$ cat src/rtl/ocp_pkg.sv
// ocp_pkg: shared OCP-style request/response encodings and host serial
// protocol byte constants used by the UART bridge and its slaves.
package ocp_pkg;

  // Master command encodings carried on MCmd
  localparam logic [2:0] MCMD_IDLE = 3'b000;
  localparam logic [2:0] MCMD_WR   = 3'b001;
  localparam logic [2:0] MCMD_RD   = 3'b010;

  // Slave response encodings carried on SResp
  localparam logic [1:0] SRESP_NULL = 2'b00;
  localparam logic [1:0] SRESP_DVA  = 2'b01;
  localparam logic [1:0] SRESP_FAIL = 2'b10;
  localparam logic [1:0] SRESP_ERR  = 2'b11;

  // Host serial protocol bytes
  localparam logic [7:0] BYTE_WR  = 8'h57;  // 'W' write opcode
  localparam logic [7:0] BYTE_RD  = 8'h52;  // 'R' read opcode
  localparam logic [7:0] BYTE_ACK = 8'h06;  // success
  localparam logic [7:0] BYTE_NAK = 8'h15;  // slave error or frame timeout
  localparam logic [7:0] BYTE_BAD = 8'h3F;  // '?' unknown opcode

endpackage

$ cat src/rtl/uart_ocp_bridge_frame_timer.sv
// frame_timer: inter-byte idle counter for a partially received frame.
// Only instantiated when UART_OCP_BRIDGE_TIMEOUT_EN is defined.
module frame_timer #(
  parameter logic [15:0] P_RX_TIMEOUT = 16'd5000
) (
  input  logic clk,
  input  logic rst_n,
  input  logic run,
  input  logic rx_valid,
  output logic expired
);

  logic [15:0] count;

  // Count idle clocks while a frame is open; any received byte or leaving the frame restarts at zero
  always_ff @(posedge clk or negedge rst_n) begin
    if (!rst_n) begin
      count <= 16'd0;
    end else if (!run || rx_valid) begin
      count <= 16'd0;
    end else begin
      count <= count + 16'd1;
    end
  end

  assign expired = run && (count == (P_RX_TIMEOUT - 16'd1));

endmodule

$ cat src/rtl/uart_ocp_bridge.sv
// uart_ocp_bridge: turns host UART frames ('W' addr data / 'R' addr) into
// single OCP-style requests and returns the slave response as UART bytes.
// Optional feature macro: UART_OCP_BRIDGE_TIMEOUT_EN discards a partial
// frame after P_RX_TIMEOUT idle clocks and answers with 0x15.
module uart_ocp_bridge
  import ocp_pkg::*;
#(
  parameter logic [15:0] P_RX_TIMEOUT = 16'd5000
) (
  input  logic       clk,
  input  logic       rst_n,
  input  logic       rx_valid,
  input  logic [7:0] rx_data,
  output logic       tx_valid,
  output logic [7:0] tx_data,
  input  logic       tx_ready,
  output logic [2:0] MCmd,
  output logic [7:0] MAddr,
  output logic [7:0] MData,
  input  logic       SCmdAccept,
  input  logic [1:0] SResp,
  input  logic [7:0] SData,
  output logic [2:0] bridge_state,
  output logic       rx_overrun
);

  localparam logic [2:0] S_IDLE      = 3'd0;
  localparam logic [2:0] S_GET_ADDR  = 3'd1;
  localparam logic [2:0] S_GET_DATA  = 3'd2;
  localparam logic [2:0] S_REQ       = 3'd3;
  localparam logic [2:0] S_WAIT_RESP = 3'd4;
  localparam logic [2:0] S_SEND      = 3'd5;

  logic [2:0] state;
  logic [2:0] op;
  logic [1:0] resp_q;
  logic [7:0] sdata_q;
  logic       second_sent;
  logic       rx_timeout;
  logic       frame_open;

  assign frame_open   = (state == S_GET_ADDR) || (state == S_GET_DATA);
  assign bridge_state = state;

`ifdef UART_OCP_BRIDGE_TIMEOUT_EN
  frame_timer #(
    .P_RX_TIMEOUT(P_RX_TIMEOUT)
  ) u_frame_timer (
    .clk     (clk),
    .rst_n   (rst_n),
    .run     (frame_open),
    .rx_valid(rx_valid),
    .expired (rx_timeout)
  );
`else
  // Without the timeout a partial frame waits forever; the parameter only
  // feeds a sink so both builds share one parameter list.
  logic unused_timeout_cfg;
  assign unused_timeout_cfg = ^P_RX_TIMEOUT ^ frame_open;
  assign rx_timeout = 1'b0;
`endif

  // Main protocol FSM: frame assembly, request issue, response capture and byte return
  always_ff @(posedge clk or negedge rst_n) begin
    if (!rst_n) begin
      state       <= S_IDLE;
      op          <= MCMD_IDLE;
      MCmd        <= MCMD_IDLE;
      MAddr       <= 8'h00;
      MData       <= 8'h00;
      tx_valid    <= 1'b0;
      tx_data     <= 8'h00;
      resp_q      <= SRESP_NULL;
      sdata_q     <= 8'h00;
      second_sent <= 1'b0;
      rx_overrun  <= 1'b0;
    end else begin
      if (rx_valid && (state == S_REQ || state == S_WAIT_RESP || state == S_SEND)) begin
        rx_overrun <= 1'b1;
      end
      case (state)
        S_IDLE: begin
          if (rx_valid) begin
            if (rx_data == BYTE_WR) begin
              op    <= MCMD_WR;
              state <= S_GET_ADDR;
            end else if (rx_data == BYTE_RD) begin
              op    <= MCMD_RD;
              state <= S_GET_ADDR;
            end else begin
              resp_q      <= SRESP_NULL;
              tx_valid    <= 1'b1;
              tx_data     <= BYTE_BAD;
              second_sent <= 1'b0;
              state       <= S_SEND;
            end
          end
        end
        S_GET_ADDR: begin
          if (rx_valid) begin
            MAddr <= rx_data;
            if (op == MCMD_WR) begin
              state <= S_GET_DATA;
            end else begin
              MCmd  <= op;
              state <= S_REQ;
            end
          end else if (rx_timeout) begin
            resp_q      <= SRESP_NULL;
            tx_valid    <= 1'b1;
            tx_data     <= BYTE_NAK;
            second_sent <= 1'b0;
            state       <= S_SEND;
          end
        end
        S_GET_DATA: begin
          if (rx_valid) begin
            MData <= rx_data;
            MCmd  <= op;
            state <= S_REQ;
          end else if (rx_timeout) begin
            resp_q      <= SRESP_NULL;
            tx_valid    <= 1'b1;
            tx_data     <= BYTE_NAK;
            second_sent <= 1'b0;
            state       <= S_SEND;
          end
        end
        S_REQ: begin
          if (SCmdAccept) begin
            MCmd  <= MCMD_IDLE;
            state <= S_WAIT_RESP;
          end
        end
        S_WAIT_RESP: begin
          if (SResp != SRESP_NULL) begin
            resp_q      <= SResp;
            sdata_q     <= SData;
            tx_valid    <= 1'b1;
            tx_data     <= (SResp == SRESP_DVA) ? BYTE_ACK : BYTE_NAK;
            second_sent <= 1'b0;
            state       <= S_SEND;
          end
        end
        S_SEND: begin
          if (tx_valid && tx_ready) begin
            if (!second_sent && resp_q == SRESP_DVA && op == MCMD_RD) begin
              tx_data     <= sdata_q;
              second_sent <= 1'b1;
            end else begin
              tx_valid <= 1'b0;
              state    <= S_IDLE;
            end
          end
        end
        default: state <= S_IDLE;
      endcase
    end
  end

endmodule

$ cat config.mk
export PLATFORM = sky130hd
export DESIGN_NAME = uart_ocp_bridge
export DESIGN_NICKNAME = d
export VERILOG_FILES = /design/src/rtl/ocp_pkg.sv /design/src/rtl/uart_ocp_bridge_frame_timer.sv /design/src/rtl/uart_ocp_bridge.sv
export SDC_FILE = /design/constraint.sdc
export NUM_CORES = 1
export LEC_CHECK = 0
export CORE_UTILIZATION = 40
export CTS_CLUSTER_DIAMETER = 50
export DETAILED_ROUTE_END_ITERATION = 12
export DONT_BUFFER_PORTS = 1
export HOLD_SLACK_MARGIN = 0.08
export SLEW_MARGIN = 15
export SYNTH_ARGS = -nofsm -noshare
export SYNTH_HDL_FRONTEND = slang
export SYNTH_SLANG_ARGS = --single-unit
$ cat constraint.sdc
create_clock -name clk -period 2.9 [get_ports clk]
set_input_delay 0.435 -clock clk [delete_from_list [all_inputs] [get_ports clk]]
set_output_delay 0.435 -clock clk [all_outputs]
set_load 0.05 [all_outputs]
==> results of run 1 <==
metrics by stage:
step | cell area, sq um | instances | hold slack [ps] | power [mW]
finish | 2213 | 239 | 217.4 | 2.847
floorplan | 2029 | 167 | 139.4 | 2.321
global route | 2213 | 239 | 226.0 | 3.009
CTS | 2213 | 239 | 215.0 | 2.872
detailed placement | 2098 | 230 | 141.1 | 2.490
global placement | 2098 | 230 | 141.0 | 2.455
power groups by stage:
stage	Sequential (mW)	Combinational, mW	Clock, mW
2_1_floorplan	1.68	0.639	0
3_3_place_gp	1.69	0.766	0
3_5_place_dp	1.70	0.793	0
4_1_cts	1.69	0.811	0.373
5_1_grt	1.73	0.888	0.394
6_report	1.68	0.802	0.360
state kept, by name (all words and copies together) (netlist names):
register / flops
MCmd: 2
rx_overrun: 1
MAddr: 8
sdata_q: 8
second_sent: 1
op: 2
tx_valid: 1
tx_data: 8
resp_q: 2
bridge_state: 3
MData: 8
layout by cell type, fill, tap and decap left out, types with 4 or more instances in the layout:
cell,count
nand2b_1,4
dfrtp_1,44
nand2_1,9
o21ai_0,5
mux2_2,23
mux2i_1,8
inv_1,11
clkbuf_8,5
nor2_1,9
what timing repair did:
action | CTS | global route
hold buffers | 2 | 0
hold endpoints to repair | 44 | 0
endpoints found under the setup margin | 0 | 0
buffers inserted | 0 | 0
cells by family (layout without fill, tap and decap cells):
logic type             Yosys count  count (layout)  share of synthesized area, %
AO/OA/AOI/OAI                   26              26                         9.803
XOR/XNOR                         1               1                        0.4316
buffers and inverters           18              23                         3.884
flip-flops                      44              44                         54.25
multiplexers                    35              35                         19.48
other                            1               1                        0.1848
AND/OR/NAND/NOR                 42              42                         11.96
final cells by class:
class                      instances  area [sq um]
tap                               67         83.83
timing repair buffer               5         60.06
inverter                          11         41.29
clock buffer                       6         72.57
fill                             461          2604
sequential                        44          1101
multi-input combinational        105         849.6
clock inverter                     1         5.005
worst max-delay path: stages (launching register included):
cell	delay (ps)
dfrtp_1	700
nand3b_1	400
a41o_1	330
and3_1	390
mux2_4	370
worst paths after layout:
| kind | startpoint | to | slack (ps) |
|---|---|---|---|
| max in group asynchronous | rst_n | MData[5]$_DFFE_PN0P_ | 2070 |
| min in group asynchronous | rst_n | tx_data[6]$_DFFE_PN0P_ | 640 |
| hold / removal | rx_data[0] | op[1]$_DFFE_PN0P_ | 220 |
| setup reg to reg | bridge_state[0]$_DFFE_PN0P_ | tx_data[7]$_DFFE_PN0P_ | 590 |
| hold reg to reg | sdata_q[0]$_DFFE_PN0P_ | sdata_q[0]$_DFFE_PN0P_ | 510 |
| setup / recovery | bridge_state[0]$_DFFE_PN0P_ | tx_data[7]$_DFFE_PN0P_ | 590 |
metal layers:
metal	track usage, %	up-vias	part of all wire (%)
met5	0	-	0
met4	7.625	0	1.7
met3	7.873	7	8.3
met2	27.06	51	47
met1	20.41	676	43
li1	-	606	-
==> results list, run 1 <==
- Fmax: 0.4331 GHz
- Run status: complete, no violations
- Net switching is 49.86% of the power.
* Post-synth design cell area: 2029 sq um
- Setup repair after global routing left no endpoint under its margin.
* Library cell with the highest instance count after synthesis: dfrtp_1
* Initial DRC count: 72
- The die covers 5363 sq um.
- At the end of routability-driven placement, the weighted congestion stood at 0.7762.
- Crit share post-route: 79.61%
* Setup WS pre-CTS: 602.6 ps
* Switching pwr: 1.419 mW
* Ant. Diodes: 0
- Global routing finished with a remaining overflow of 0.
* Share of synthesized area occupied by flip-flops and latches: 54.25%
- The number of global-route vias before repair is 1378.
- Final TNS setup: 0 ps
* Leading area contributor after synthesis: dfrtp_1
- Post-CTS repair changed the size of 0 cells.
* ANT nets after route: 0
* CP required: 3080 ps
- Synth Net Count: 190
- Cells fill 45.95% of the core in the end.
- Primary flip-flop cell chosen by synthesis mapping: dfrtp_1
* Final setup slack of the worst path: 591.3 ps
* Worst rel slew slack: 51.00%
* Final-report hold violation count: 0
- Die outline width: 73.23 microns
* Number of maximum-capacitance violations: 0
- Data arrival time of the critical path: 2490 ps
- Count of final max-slew check failures: 0
- EDFF count, synth: 0
* Inserted Clock Buffers: 5
* Clock network power share: 12.7%
- Count of final setup violators: 0
- CTS built an H-tree with a depth of 2.
- Counting instances, the worst hold path has a depth of 1.
* Share of power burned in registers: 59.2%
* CTS clock-pin slew for the worst setup and hold paths: 80 ps
* Antenna violations before repair: 0
* Clock tree buffer depth: 2
* Total DRC errors in the routed layout: 0
- Final wirelength: 4.161 mm
* Most used standard cells in the synthesized netlist: 44 x dfrtp_1, 23 x mux2_2, 11 x inv_1
* Final Critical Period: 2309 ps
- Worst hold-check path type: primary input to flip-flop
- The HPWL after detailed placement is 3.018 mm.
- Layout cells sized above 1: 22.09%
- After detailed routing, the average wire length per cell comes to 17.41 microns.
* Largest net degree at the start of global routing: 45
* Num rows: 25
* Fraction of registers with async set or reset after synthesis: 100.0%
* Area of the core region: 4817 sq um
- The routed layout has 1340 vias.
* Effective utilization at floorplan: 42.13%
* Number of port buffers: 0
* R2r worst-path depth: 4
- The first TritonRoute pass finished after 4 iterations.
- Setup Skew: 3.582 ps
- Area growth from synthesis to layout: 9.063%
- Of all nets on the critical path, the largest fanout is 19.
* Clock network latency to the later pin of the worst-skew pair: 290 ps
- At the end of the flow, the number of nets in the layout was 195.
- TritonCTS built the clock tree.
- Worst setup path category: flip-flop to flip-flop
- The first global-routing pass estimated 6.748 mm of wire.
* Static leakage power: 0.9844 nW
* PD cells: 1286 nW/um^2
* Top-Level Pins: 55
- Clock Root Buffer: clkbuf_8
- The synthesized design devotes to its leading area cell type 54.25% of total area.
* Post-synth cell types: 44
- After detailed routing, the number of vias per cell comes to 5.607.
- Combinational share of power: 28.2%
* Count of clock tree sinks: 44
* Synthesized instance count: 167
* Cell Int Power: 1.427 mW
- Across every metal layer, demand over resource in global routing totals 17.30%.
- Startpoint type of the worst setup path: flip-flop
- Yosys printed 0 warnings.
- Leading cell types by total area after synthesis: dfrtp_1 54%, mux2_2 13%, mux2i_1 3.9%, mux2_4 2.2%, inv_1 2.0%
- Highest ir drop seen on vdd: 0.5839 mV
- Averaged over all synthesized cells, the footprint is 12.15 sq um.
- Synth Register Bits: 44
* Vertical die dimension: 73.23 microns
- Slew at the pin closest to its max-slew limit: 732.2 ps
- Endpoint class of the critical path: flip-flop
No activity file was read; power rests on OpenSTA's default activity.
==> run 2, diff against run 1 <==
- clock period: 2.9 -> 2.3 ns (I/O delays scaled with it)
==> results list, run 2 (same netlist as run 1, synthesis figures left out) <==
- The number of cells traversed by the worst register-to-register path is 5 (+1).
- The data required time at the worst endpoint is 2480 ps (-600 ps).
* ANT nets after route: 0 (unchanged)
- The internal cell power was 1.895 mW (+33%).
- Final standard cell utilization of the core: 47.30% (+1.4 points)
* TritonCTS clock tree: built
- The critical path data arrival time came to 2150 ps (-340 ps).
- Final Critical Period: 1973 ps (-335.5 ps)
- The initial antenna violation count came to 0 (unchanged).
* Overall global routing resource usage: 17.59% (+0.29 points)
- On the critical path the largest part of the delay comes from simple AND/OR/NAND/NOR gates.
- Worst path depth: 5 (+1)
- The wire length of the first global-routing pass is 6.879 mm (+1.9%).
* Final-report hold violation count: 0 (unchanged)
* Final wirelength: 4.253 mm (+2.2%)
* Via count of the first global-routing pass: 1445 (+4.9%)
- The filler-free cell count of the finished design is 247 (+3.3%).
- The remaining routing DRC violations came to 0 (unchanged).
- Vertical die dimension: 73.23 microns (unchanged)
* Inserted Clock Buffers: 5 (unchanged)
- The final layout net count is 202 (+3.6%).
- Highest ir drop seen on vdd: 0.8218 mV (+41%)
- The endpoint identified for the worst register-to-register timing path is tx_data[3]$_DFFE_PN0P_.
- The effective utilization at floorplan is 42.13% (unchanged).
- Critical path capture point: tx_data[3]$_DFFE_PN0P_
- The max-slew violation total from the final report came to 0 (unchanged).
- Top-Level Pins: 55 (unchanged)
- The largest stage delay on the critical path is 500 ps (-200 ps).
- The floorplan core area came to 4817 sq um (unchanged).
- Final setup slack of the worst path: 326.7 ps (-264.5 ps)
* Final RePlAce weighted congestion: 0.7187 (-7.4%)
- HPWL after DPL: 3.092 mm (+2.5%)
- Die area: 5363 sq um (unchanged)
* Final TNS setup: 0 ps (unchanged)
* Num rows: 25 (unchanged)
* Most used cells in the layout excluding fill and tap cells: 44 x dfrtp_1, 23 x mux2_2, 11 x inv_1
* Worst setup startpoint: bridge_state[2]$_DFFE_PN0P_
- Startpoint type of the worst setup path: flip-flop
- Setup WS pre-CTS: 322.1 ps (-280.6 ps)
- Setup Skew: 7.367 ps (+3.786 ps)
* Worst hold-check path type: primary input to flip-flop
- The share of layout cells above drive strength 1 came to 25.00% (+2.9 points).
- Sw frac: 48.72% (-1.1 points)
- The post-route clock period utilization was 85.79% (+6.2 points).
- The power dissipated by switching net loads came to 1.801 mW (+27%).
- H-Tree Depth: 2 (unchanged)
* Number of gates resized after CTS: 0 (unchanged)
* Most common cell after layout, fill and taps aside: dfrtp_1
- The clock slew seen by the registers of the worst setup and hold paths was 80 ps (about the same).
- The buffer depth of the longest clock path came to 2 (unchanged).
* Worst reg2reg path startpoint: bridge_state[2]$_DFFE_PN0P_
- The violation count after the first detailed-route iteration came to 89 (+24%).
- The critical path goes through or3b_1, or4b_4, and3_1, buf_4, mux2i_1.
- The number of max-cap violations came to 0 (unchanged).
* Clock network latency to the later pin of the worst-skew pair: 290 ps (about the same)
* Endpoint class of the critical path: flip-flop
- The vias per cell was 5.466 (-2.5%).
- In this run the clock root is driven by a clkbuf_8.
* Grt ovf: 0 (unchanged)
* Worst setup path category: flip-flop to flip-flop
- The leakage dissipation came to 1.024 nW (+4.0%).
- Combinational share of power: 30.7% (+2.5 points)
* Share of power burned in registers: 56.1% (-3.1 points)
- Setup slack of the worst register-to-register path: 330 ps (-260 ps)
- The count of buffering cells on the critical path with inverters included was 1 (+1).
- Total number of vias: 1350 (+0.75%)
- The startpoint identified for the worst hold timing path is rx_data[0].
- The number of optimization iterations in the first detailed-route pass was 4 (unchanged).
- The clock group share of total power was 13.2% (+0.5 points).
- Slowest cell on crit path: or4b_4
- The largest fanout of any net on the critical path was 6 (-13).
* Die outline width: 73.23 microns (unchanged)
- Largest net degree at the start of global routing: 45 (unchanged)
- The total power density per cell area is 1622 nW/um^2 (+26%).
- The flow ran to the end, and the final reports show no timing, DRC or antenna violations.
* Unrepaired setup endpoints after global routing: false
* Routed wire length per instance: 17.22 microns (-1.1%)
- Count of final setup violators: 0 (unchanged)
* Fmax: 0.5068 GHz (+17%)
* Count of clock tree sinks: 44 (unchanged)
* Number of port buffers: 0 (unchanged)
- The number of antenna repair diodes came to 0 (unchanged).
* Area growth from synthesis to layout: 12.27%
* Total instance count after detailed placement: 237 (+3.0%)
run 2: changes by cell type in the layout (fill, tap and decap cells not counted), sizes merged:
cell	before	now
buf	4	11
clkbuf	6	8
clkinv	1	0
run 2: power groups by stage:
stage          sequential [mW]  clock (mW)  combinational (mW)
3_5_place_dp              2.10           0                1.12
6_report                  2.07       0.489                1.13
4_1_cts                   2.08       0.507                1.15
3_3_place_gp              2.09           0                1.08
2_1_floorplan             2.12           0               0.805
5_1_grt                   2.13       0.531                1.25
run 2: area by class of cell:
| class | instances | area (sq um) |
|---|---|---|
| repair buffers | 12 | 112.6 |
| clock buffers | 8 | 90.09 |
| well taps | 67 | 83.83 |
| multi-input cells | 105 | 849.6 |
| inverters | 11 | 41.29 |
| flip-flops and latches | 44 | 1101 |
| fillers | 466 | 2539 |
run 2: worst min path at each step:
| stage | endpoint | slack (ps) | cells past startpoint |
|---|---|---|---|
| finish | op[1]$_DFFE_PN0P_ | 130 | 1 |
| global route | op[1]$_DFFE_PN0P_ | 120 | 1 |
| global placement | sdata_q[6]$_DFFE_PN0P_ | 50 | 0 |
| floorplan | MAddr[0]$_DFFE_PN0P_ | 50 | 0 |
| detailed placement | tx_data[7]$_DFFE_PN0P_ | 50 | 0 |
| CTS | op[1]$_DFFE_PN0P_ | 130 | 1 |
run 2: what timing repair did:
action | in CTS | in global routing
buffers inserted | 0 | 0
hold endpoints to repair | 44 | 0
hold buffers | 2 | 0
run 2: metal layers:
layer / up-vias / part of all wire [%] / global-route usage, % / routed length, microns
met5: - / 0 / 0 / 0
met4: 0 / 1.4 / 6.536 / 59
met3: 6 / 7.1 / 7.320 / 303
met2: 34 / 49 / 29.73 / 2089
met1: 690 / 42 / 19.75 / 1801
li1: 620 / - / - / -
run 2: worst reg2reg max path, delay by kind of cell, from the launching register on:
kind          cells  cell delay (ps)
simple gates      3             1160
flops             1              380
buf+inv           1              200
mux               1              130
run 2: per-stage QoR:
step / instance area [sq um] / power, mW / hold slack (ps)
2_1_floorplan: 2029 / 2.926 / 49.41
3_3_place_gp: 2151 / 3.170 / 50.98
3_5_place_dp: 2151 / 3.222 / 50.74
4_1_cts: 2278 / 3.738 / 126.3
5_1_grt: 2278 / 3.905 / 123.1
6_report: 2278 / 3.696 / 134.2
